File: src/rtl/crt_pkg.sv
// rtl/crt_pkg.sv - CRT memory arbiter widths and FSM encoding (CRT_ARB_PREFETCH_EN adds prefetch states)
package crt_pkg;

    localparam int ADDR_W = 20;
    localparam int PAGE_W = 7;
    localparam int VOFS_W = 13;
    localparam int DATA_W = 8;

`ifdef CRT_ARB_PREFETCH_EN
    typedef enum logic [3:0] {
        ST_IDLE, ST_VRD1, ST_VRD2, ST_CRD1, ST_CRD2, ST_CWR1, ST_CWR2, ST_PRD1, ST_PRD2
    } arb_state_t;
`else
    typedef enum logic [2:0] {
        ST_IDLE, ST_VRD1, ST_VRD2, ST_CRD1, ST_CRD2, ST_CWR1, ST_CWR2
    } arb_state_t;
`endif

endpackage

File: src/rtl/crt_strobe_sync.sv
// rtl/crt_strobe_sync.sv - two-flop synchronizer with rising-edge detect for the CPU strobe
module crt_strobe_sync (
    input  logic clk,
    input  logic reset,
    input  logic async_i,
    output logic strobe_o
);

    logic sync1_q, sync1_d;
    logic sync2_q, sync2_d;
    logic prev_q, prev_d;

    // shift the raw strobe through the synchronizer and keep one delayed copy for edge detect
    always_comb begin
        sync1_d = async_i;
        sync2_d = sync1_q;
        prev_d  = sync2_q;
    end

    // synchronizer state register
    always_ff @(posedge clk or posedge reset) begin
        if (reset) begin
            sync1_q <= 1'b0;
            sync2_q <= 1'b0;
            prev_q  <= 1'b0;
        end else begin
            sync1_q <= sync1_d;
            sync2_q <= sync2_d;
            prev_q  <= prev_d;
        end
    end

    assign strobe_o = sync2_q & ~prev_q;

endmodule

File: src/rtl/crt_mem_arb.sv
// rtl/crt_mem_arb.sv - video/CPU SRAM arbiter; CRT_ARB_PREFETCH_EN enables video byte prefetch
module crt_mem_arb
    import crt_pkg::*;
(
    input  logic              clk,
    input  logic              reset,
    input  logic [ADDR_W-1:0] cpu_da,
    input  logic [DATA_W-1:0] cpu_dbo,
    input  logic              cpu_ds,
    input  logic              cpu_wr,
    input  logic              mem_hold,
    input  logic [PAGE_W-1:0] page,
    input  logic              vid_req,
    input  logic [VOFS_W-1:0] vid_addr,
    output logic [DATA_W-1:0] vid_data,
    output logic              vid_ack,
    output logic [DATA_W-1:0] cpu_dbi,
    output logic [ADDR_W-1:0] sram_a,
    input  logic [DATA_W-1:0] sram_dq_i,
    output logic [DATA_W-1:0] sram_dq_o,
    output logic              sram_dq_oe,
    output logic              sram_oe_n,
    output logic              sram_we_n
);

    arb_state_t        state_q, state_d;
    logic              cpu_strobe;
    logic              cpu_pend_q, cpu_pend_d;
    logic [ADDR_W-1:0] cpu_addr_q, cpu_addr_d;
    logic [DATA_W-1:0] cpu_wdata_q, cpu_wdata_d;
    logic              cpu_wr_q, cpu_wr_d;
    logic              last_vid_q, last_vid_d;
    logic [ADDR_W-1:0] sram_a_q, sram_a_d;
    logic [DATA_W-1:0] sram_dq_o_q, sram_dq_o_d;
    logic              sram_dq_oe_q, sram_dq_oe_d;
    logic              sram_oe_n_q, sram_oe_n_d;
    logic              sram_we_n_q, sram_we_n_d;
    logic [DATA_W-1:0] vid_data_q, vid_data_d;
    logic              vid_ack_q, vid_ack_d;
    logic [DATA_W-1:0] cpu_dbi_q, cpu_dbi_d;
    logic              vid_go, cpu_go, cpu_cycle;

`ifdef CRT_ARB_PREFETCH_EN
    logic              pf_arm_q, pf_arm_d;
    logic [VOFS_W-1:0] pf_ofs_q, pf_ofs_d;
    logic [DATA_W-1:0] pf_data_q, pf_data_d;
    logic [ADDR_W-1:0] pf_tag_q, pf_tag_d;
    logic              pf_valid_q, pf_valid_d;
    logic [PAGE_W-1:0] page_q, page_d;
    logic              pf_hit;
    assign pf_hit = pf_valid_q && (pf_tag_q == {page, vid_addr});
`endif

    crt_strobe_sync u_ds_sync (
        .clk      (clk),
        .reset    (reset),
        .async_i  (cpu_ds),
        .strobe_o (cpu_strobe)
    );

    // the request is still high in the ack cycle, so mask it there to avoid a duplicate read
    assign vid_go    = vid_req & ~vid_ack_q;
    assign cpu_go    = cpu_pend_q & mem_hold;
    assign cpu_cycle = (state_q == ST_CRD1) || (state_q == ST_CRD2) ||
                       (state_q == ST_CWR1) || (state_q == ST_CWR2);

    // CPU request capture: latch on a held strobe, drop while busy, cancel if hold is lost early
    always_comb begin
        cpu_pend_d  = cpu_pend_q;
        cpu_addr_d  = cpu_addr_q;
        cpu_wdata_d = cpu_wdata_q;
        cpu_wr_d    = cpu_wr_q;
        if (state_q == ST_CRD2 || state_q == ST_CWR2) begin
            cpu_pend_d = 1'b0;
        end else if (cpu_pend_q && !mem_hold && !cpu_cycle) begin
            cpu_pend_d = 1'b0;
        end else if (cpu_strobe && mem_hold && !cpu_pend_q) begin
            cpu_pend_d  = 1'b1;
            cpu_addr_d  = cpu_da;
            cpu_wdata_d = cpu_dbo;
            cpu_wr_d    = cpu_wr;
        end
    end

    // arbitration, read capture and registered SRAM controls derived from the next state
    always_comb begin
        state_d      = state_q;
        last_vid_d   = last_vid_q;
        vid_ack_d    = 1'b0;
        vid_data_d   = vid_data_q;
        cpu_dbi_d    = cpu_dbi_q;
        sram_a_d     = sram_a_q;
        sram_dq_o_d  = sram_dq_o_q;
        sram_dq_oe_d = 1'b0;
        sram_oe_n_d  = 1'b1;
        sram_we_n_d  = 1'b1;
        case (state_q)
            ST_IDLE: begin
`ifdef CRT_ARB_PREFETCH_EN
                if (vid_go && pf_hit) begin
                    vid_ack_d  = 1'b1;
                    vid_data_d = pf_data_q;
                end else
`endif
                if (vid_go && (!cpu_go || !last_vid_q)) begin
                    state_d  = ST_VRD1;
                    sram_a_d = {page, vid_addr};
                end else if (cpu_go) begin
                    state_d  = cpu_wr_q ? ST_CWR1 : ST_CRD1;
                    sram_a_d = cpu_addr_q;
                end
`ifdef CRT_ARB_PREFETCH_EN
                else if (pf_arm_q && !cpu_pend_q && !vid_go) begin
                    state_d  = ST_PRD1;
                    sram_a_d = {page, pf_ofs_q};
                end
`endif
            end
            ST_VRD1: state_d = ST_VRD2;
            ST_VRD2: begin
                state_d    = ST_IDLE;
                vid_data_d = sram_dq_i;
                vid_ack_d  = 1'b1;
                last_vid_d = 1'b1;
            end
            ST_CRD1: state_d = ST_CRD2;
            ST_CRD2: begin
                state_d    = ST_IDLE;
                cpu_dbi_d  = sram_dq_i;
                last_vid_d = 1'b0;
            end
            ST_CWR1: state_d = ST_CWR2;
            ST_CWR2: begin
                state_d    = ST_IDLE;
                last_vid_d = 1'b0;
            end
`ifdef CRT_ARB_PREFETCH_EN
            ST_PRD1: state_d = ST_PRD2;
            ST_PRD2: state_d = ST_IDLE;
`endif
            default: state_d = ST_IDLE;
        endcase
        case (state_d)
            ST_VRD1, ST_VRD2, ST_CRD1, ST_CRD2: sram_oe_n_d = 1'b0;
            ST_CWR1: begin
                sram_dq_oe_d = 1'b1;
                sram_dq_o_d  = cpu_wdata_q;
            end
            ST_CWR2: begin
                sram_dq_oe_d = 1'b1;
                sram_dq_o_d  = cpu_wdata_q;
                sram_we_n_d  = 1'b0;
            end
`ifdef CRT_ARB_PREFETCH_EN
            ST_PRD1, ST_PRD2: sram_oe_n_d = 1'b0;
`endif
            default: ;
        endcase
    end

`ifdef CRT_ARB_PREFETCH_EN
    // prefetch bookkeeping: arm after each video fetch, fill on PRD2, invalidate on writes/page change
    always_comb begin
        pf_arm_d   = pf_arm_q;
        pf_ofs_d   = pf_ofs_q;
        pf_data_d  = pf_data_q;
        pf_tag_d   = pf_tag_q;
        pf_valid_d = pf_valid_q;
        page_d     = page;
        if (state_q == ST_VRD2) begin
            pf_arm_d = 1'b1;
            pf_ofs_d = sram_a_q[VOFS_W-1:0] + VOFS_W'(1);
        end else if (state_q == ST_IDLE && vid_go && pf_hit) begin
            pf_arm_d = 1'b1;
            pf_ofs_d = vid_addr + VOFS_W'(1);
        end else if (state_q == ST_IDLE && state_d != ST_IDLE) begin
            pf_arm_d = 1'b0;
        end
        if (state_q == ST_PRD2) begin
            pf_data_d  = sram_dq_i;
            pf_tag_d   = sram_a_q;
            pf_valid_d = (sram_a_q[ADDR_W-1:VOFS_W] == page);
        end
        if (page != page_q || state_q == ST_CWR1 || state_q == ST_CWR2 ||
            (cpu_strobe && mem_hold && cpu_wr)) begin
            pf_valid_d = 1'b0;
        end
    end

    // prefetch state register
    always_ff @(posedge clk or posedge reset) begin
        if (reset) begin
            pf_arm_q   <= 1'b0;
            pf_ofs_q   <= '0;
            pf_data_q  <= '0;
            pf_tag_q   <= '0;
            pf_valid_q <= 1'b0;
            page_q     <= '0;
        end else begin
            pf_arm_q   <= pf_arm_d;
            pf_ofs_q   <= pf_ofs_d;
            pf_data_q  <= pf_data_d;
            pf_tag_q   <= pf_tag_d;
            pf_valid_q <= pf_valid_d;
            page_q     <= page_d;
        end
    end
`endif

    // arbiter state register; reset aborts any SRAM cycle in progress
    always_ff @(posedge clk or posedge reset) begin
        if (reset) begin
            state_q      <= ST_IDLE;
            cpu_pend_q   <= 1'b0;
            cpu_addr_q   <= '0;
            cpu_wdata_q  <= '0;
            cpu_wr_q     <= 1'b0;
            last_vid_q   <= 1'b0;
            sram_a_q     <= '0;
            sram_dq_o_q  <= '0;
            sram_dq_oe_q <= 1'b0;
            sram_oe_n_q  <= 1'b1;
            sram_we_n_q  <= 1'b1;
            vid_data_q   <= '0;
            vid_ack_q    <= 1'b0;
            cpu_dbi_q    <= '0;
        end else begin
            state_q      <= state_d;
            cpu_pend_q   <= cpu_pend_d;
            cpu_addr_q   <= cpu_addr_d;
            cpu_wdata_q  <= cpu_wdata_d;
            cpu_wr_q     <= cpu_wr_d;
            last_vid_q   <= last_vid_d;
            sram_a_q     <= sram_a_d;
            sram_dq_o_q  <= sram_dq_o_d;
            sram_dq_oe_q <= sram_dq_oe_d;
            sram_oe_n_q  <= sram_oe_n_d;
            sram_we_n_q  <= sram_we_n_d;
            vid_data_q   <= vid_data_d;
            vid_ack_q    <= vid_ack_d;
            cpu_dbi_q    <= cpu_dbi_d;
        end
    end

    assign vid_data   = vid_data_q;
    assign vid_ack    = vid_ack_q;
    assign cpu_dbi    = cpu_dbi_q;
    assign sram_a     = sram_a_q;
    assign sram_dq_o  = sram_dq_o_q;
    assign sram_dq_oe = sram_dq_oe_q;
    assign sram_oe_n  = sram_oe_n_q;
    assign sram_we_n  = sram_we_n_q;

endmodule

File: config.mk
export PLATFORM = sky130hd
export DESIGN_NAME = crt_mem_arb
export DESIGN_NICKNAME = d
export VERILOG_FILES = /design/src/rtl/crt_pkg.sv /design/src/rtl/crt_strobe_sync.sv /design/src/rtl/crt_mem_arb.sv
export SDC_FILE = /design/constraint.sdc
export NUM_CORES = 1
export LEC_CHECK = 0
export BUFFER_PORTS_ARGS = -buffer_cell sky130_fd_sc_hd__buf_2
export CAP_MARGIN = 20
export CORE_MARGIN = 3
export CORE_UTILIZATION = 45
export CTS_CLUSTER_SIZE = 40
export DETAILED_ROUTE_END_ITERATION = 10
export PLACE_DENSITY_LB_ADDON = 0.08
export SKIP_CTS_REPAIR_TIMING = 1
export SYNTH_ARGS = -nofsm -noshare
export SYNTH_HDL_FRONTEND = slang
export SYNTH_SLANG_ARGS = --single-unit
File: constraint.sdc
create_clock -name clk -period 4.7 [get_ports clk]
set_input_delay 0 -clock clk [delete_from_list [all_inputs] [get_ports clk]]
set_output_delay 0 -clock clk [all_outputs]
set_load 0.05 [all_outputs]
---- After elaboration in Yosys (flattened, before gate mapping) ----
Cells that the tools add are included.
word-level totals
  logic and storage cells ................. 74
  input bits .............................. 62
  flip-flop bits (word level) ............. 85
cells by class
  mux-type cells .......................... 14
  bitwise operators ....................... 7
  eq/ne operators ......................... 12
  reductions and logical operators ........ 24
operator list
  operator              number
  $mux W20              2
  $eq A3 B3 Y1 const B  6
  $eq A3 B2 Y1 const B  4
  $pmux W3 S4           1
  $mux W3               3
  $mux W1               7
  $eq A3 B1 Y1 const B  2
  $logic_and A1 B1 Y1   5
  $logic_not A1 Y1      5
  $logic_or A1 B1 Y1    5
  $not A1 Y1            4
  $reduce_bool A2 Y1    2
  $reduce_or A2 Y1      2
  $reduce_or A4 Y1      1
  $and A1 B1 Y1         3
  $logic_not A3 Y1      1
  $reduce_and A3 Y1     1
  $reduce_bool A3 Y1    1
  $pmux W1 S2           1
  $reduce_and A2 Y1     1

---- Depth between registers and ports, before layout ----
  depth after elaboration ................. 9
  gate-level depth with buffers ........... 6

---- Modules after synthesis ----
A second synthesis with hierarchy kept.
second synthesis, totals
  cells, all modules ...................... 246
  area total of the unflattened synthesis .. 3409.5 um2
by module, submodules not included
  module           area each (um2)  times used  cells an instance
  crt_mem_arb      3316.9           1           241
  crt_strobe_sync  92.6             1           5

---- Worst setup path after synthesis ----
Ideal clock, no wire load.
  kind .................................... register to register
  start ................................... register vid_ack_q, in the netlist vid_ack
  end ..................................... register sram_dq_o_q[0], in the netlist sram_dq_o[0]
  arrival ................................. 1.581 ns
  path slack .............................. 2.994 ns
  cell stages (with the launch flop) ...... 5
  path buffers ............................ 0
  data required time ...................... 4.575 ns
  clock period less this slack ............ 1.706 ns
  path through ............................ dfrtp_1 > or3b_1 > nand4_2 > a21oi_4 > mux2_2
between the ends
  word-level cells in the longest chain between the ends .. 7
  elaborated cells on any way between the ends .. 8
ends and longest elaborated chain
  item                                 RTL line            RTL
  start, declared                      crt_mem_arb.sv:39   logic vid_ack_q, vid_ack_d;
  start signal, assigned               crt_mem_arb.sv:240  vid_ack_q <= vid_ack_d;
  $not A1 Y1 *                         crt_mem_arb.sv:62   assign vid_go = vid_req & ~vid_ack_q;
  $and A1 B1 Y1 *                      crt_mem_arb.sv:62
  $logic_and A1 B1 Y1 *                crt_mem_arb.sv:105  if (vid_go && (!cpu_go || !last_vid_q)) begin
  $mux W3 *                            crt_mem_arb.sv:105
  $pmux W3 S4 *                        crt_mem_arb.sv:97   case (state_q)
  $eq A3 B3 Y1                         crt_mem_arb.sv:143  case (state_d)
  $reduce_or A2 Y1 (no source line) *  n/a
  end signal, assigned                 crt_mem_arb.sv:235  sram_dq_o_q <= sram_dq_o_d;
  end, declared                        crt_mem_arb.sv:34   logic [DATA_W-1:0] sram_dq_o_q, sram_dq_o_d;
Mark *: on every way between the ends. The rest lies on a longest branch, timed or not.
A chain may end at the register's enable or synchronous reset.

---- Final worst setup path ----
  start ................................... register state_q[2]
  end ..................................... register cpu_addr_q[15]
between the ends
  word-level cells in the longest chain between the ends .. 8
  elaborated cells on any way between the ends .. 13
ends and longest elaborated chain
  item                                          RTL line                              RTL
  start, declared                               crt_mem_arb.sv:26                     arb_state_t state_q, state_d;
  start signal, assigned                        crt_mem_arb.sv:228                    state_q <= state_d;
  $eq A3 B2 Y1 or $eq A3 B3 Y1 (tied branches)  crt_mem_arb.sv:64, crt_mem_arb.sv:73
  $logic_or A1 B1 Y1 (2 in series)              crt_mem_arb.sv:64                     assign cpu_cycle = (state_q == ST_CRD1) || (state_q == ST_CRD2) ||
  $logic_or A1 B1 Y1                            crt_mem_arb.sv:65                     (state_q == ST_CWR1) || (state_q == ST_CWR2);
  $logic_not A1 Y1                              crt_mem_arb.sv:75                     end else if (cpu_pend_q && !mem_hold && !cpu_cycle) begin
  $logic_and A1 B1 Y1                           crt_mem_arb.sv:75
  $not A1 Y1 (no source line)                   n/a
  $reduce_and A3 Y1 (no source line) *          n/a
  end signal, assigned                          crt_mem_arb.sv:230                    cpu_addr_q <= cpu_addr_d;
  end, declared                                 crt_mem_arb.sv:29                     logic [ADDR_W-1:0] cpu_addr_q, cpu_addr_d;
Marked as above.

==> flow_summary.json <==
{
  "outcome": "finished, violations left",
  "violations": "negative hold slack",
  "share_seq_of_total_power": 0.367,
  "dr.first_iter.drc_count": 44,
  "nNetsFinal": 475,
  "period_share": 0.466,
  "regToRegEndpoint": "cpu_addr_q[15]",
  "intPower_uw": 1850,
  "syn-instance-count": 244,
  "finalSetupViolCount": 0,
  "yosys_warnings": 0,
  "start_util": 0.468,
  "syn-num-nets": 306,
  "dieArea_um2": 8660,
  "tightest_slew_ns": 0.941,
  "drtAntennaViolNets": 0,
  "clock_skew_ns": 0.00998,
  "min_from": "vid_addr[8]",
  "min_period_ns": 2.19,
  "rsz0062_at_grt": "false",
  "whs_endpoint": "sram_a[8]",
  "r2r_start": "state_q[2]",
  "dpl.cell_count": 443,
  "core_um2": 7290,
  "die_h_um": 93.1,
  "area_growth_pct": 42.3,
  "r2r_cells": 5,
  "ys_seq_area_frac": 0.624,
  "final_util": 0.666,
  "end_kind": "flip-flop",
  "cts_max_level": 3,
  "antenna_cells": 0,
  "gp_congestion": 0.700,
  "switching_share": 0.440,
  "cts_inserted_buffers": 9,
  "final_cell_count_no_fill": 517,
  "io_buffers": 109,
  "grt_pass1_wl_um": 10800,
  "post-place-ws_ns": 2.47,
  "combPwrFrac": 0.460,
  "max_cap_viol_count": 0,
  "required_ns": 4.92,
  "clk_pin_slew_ns": 0.08,
  "cp_max_fo": 19,
  "fp.dieW_um": 93.1,
  "first_pass_iters": 4,
  "setup_slack_ns": 2.51,
  "final_cell_mix": "buf_2 (109), dfrtp_1 (83), dlygate4sd3_1 (57)",
  "cts_max_path_buffers": 2,
  "fmax_ghz": 0.457,
  "max-vdd-ir-drop_mv": 0.393,
  "drive_above_1_share": 0.462,
  "track_usage": 0.161,
  "reg2reg_slack_ns": 2.51,
  "grt_max_degree": 86,
  "io_pins": 110,
  "p_per_area_nw_per_um2": 681,
  "p_leak_uw": 0.00231,
  "whs_ns": -0.0271,
  "rows": 31,
  "synth_seq_cells": 85,
  "finalSetupTns_ns": 0,
  "arrival_ns": 2.41,
  "clkLatencyLatePin_ns": 0.34,
  "hold_path_class": "input port to flip-flop",
  "hpwl_um": 4600,
  "synth_flop_cell": "dfrtp_1",
  "cts_root_buf": "clkbuf_8",
  "first_global_vias": 2310,
  "cts_tree": "built",
  "routedWlPerCell_um": 14.1,
  "via_count": 2430,
  "synth_edf_count": 0,
  "syn_area_per_cell_um2": 14.0,
  "wirelength_um": 7280,
  "syn-cell-area_um2": 3410,
  "finalMaxSlewViolations": 0,
  "power_switching_uw": 1450,
  "synth_cell_types": 33,
  "cts_sinks": 85,
  "final_common_cell": "buf_2",
  "placed_area_um2": 4040,
  "crit_type": "flip-flop to flip-flop",
  "via_per_inst": 4.70,
  "synthArstFlopShare": 1.00,
  "hold_viol": 3,
  "hold_depth": 3,
  "overflow": 0,
  "drc": 0,
  "design_area_um2": 4850,
  "slew_headroom": 0.371,
  "antenna_found_initial": 0,
  "start_kind": "flip-flop",
  "clockPowerShare": 0.173
}
[per-layer routing]
layer	global-route usage	vias up	share of wire
met5	0	-	0
met4	0.0659	0	0.0084
met3	0.0434	6	0.059
met2	0.252	71	0.50
met1	0.212	1164	0.44
li1	-	1189	-
[cell type report]
type / instances / area (um2)
clock buffers: 13 / 159
clock inverters: 3 / 67.6
fillers: 577 / 2440
inverters: 4 / 16.3
multi-input cells: 143 / 1200
flip-flops and latches: 85 / 2130
well taps: 99 / 124
repair buffers: 170 / 1160
[cell families after synthesis]
| kind of cell | after synthesis | synth area share |
|---|---|---|
| flip-flops | 85 | 0.624 |
| multiplexers | 73 | 0.234 |
| AND/OR/NAND/NOR | 39 | 0.0602 |
| AO/OA/AOI/OAI | 30 | 0.0510 |
| buffers and inverters | 16 | 0.0282 |
| XOR/XNOR | 1 | 0.00257 |
[cells in the mapped netlist, types with 2 or more instances]
cell,n,area [um2]
inv_1,3,11.3
buf_2,2,10.0
dfrtp_1,83,2080
mux2i_1,20,200
clkbuf_1,4,15.0
o21ai_0,19,95.1
dfstp_2,2,52.6
buf_4,4,30.0
mux2_2,53,597
o21ai_1,3,15.0
nor2_1,7,26.3
a21oi_1,2,10.0
nand2_1,22,82.6
[critical path: stages (launching register included)]
cell and delay, ns:
dfrtp_1 0.46, inv_2 0.15, nor2_4 0.05, nor4_4 0.64, buf_4 0.39, mux2_2 0.37
[stage by stage]
| stage | hold WS (ns) | power [uW] |
|---|---|---|
| 2_1_floorplan | 0.0314 | 2380 |
| 3_3_place_gp | 0.111 | 2700 |
| 3_5_place_dp | 0.109 | 2730 |
| 4_1_cts | -0.260 | 3300 |
| 5_1_grt | 0.00147 | 3500 |
| 6_report | -0.0271 | 3300 |
[state kept, by name, indices dropped and copies added (netlist names), 3 cells and up]
register	count
cpu_dbi	8
cpu_addr_q	20
cpu_wdata_q	8
state_q	3
sram_a	20
sram_dq_o	8
vid_data	8
[worst max-delay path by stage]
stage                    start        endpoint  cells past startpoint
floorplan                reset   cpu_addr_q[0]                      1
global placement    state_q[2]  cpu_wdata_q[3]                      5
detailed placement  state_q[2]  cpu_wdata_q[1]                      5
CTS                 state_q[2]   cpu_addr_q[8]                      5
global route        state_q[2]  cpu_addr_q[12]                      5
finish              state_q[2]  cpu_addr_q[15]                      5
[power groups by stage]
stage / Clock (uW) / Combinational (uW) / Sequential [uW]
floorplan: 0 / 508 / 1880
global placement: 0 / 1480 / 1220
detailed placement: 0 / 1490 / 1230
CTS: 592 / 1490 / 1220
global route: 618 / 1620 / 1260
finish: 572 / 1520 / 1210
No activity file was read; power rests on OpenSTA's default activity.
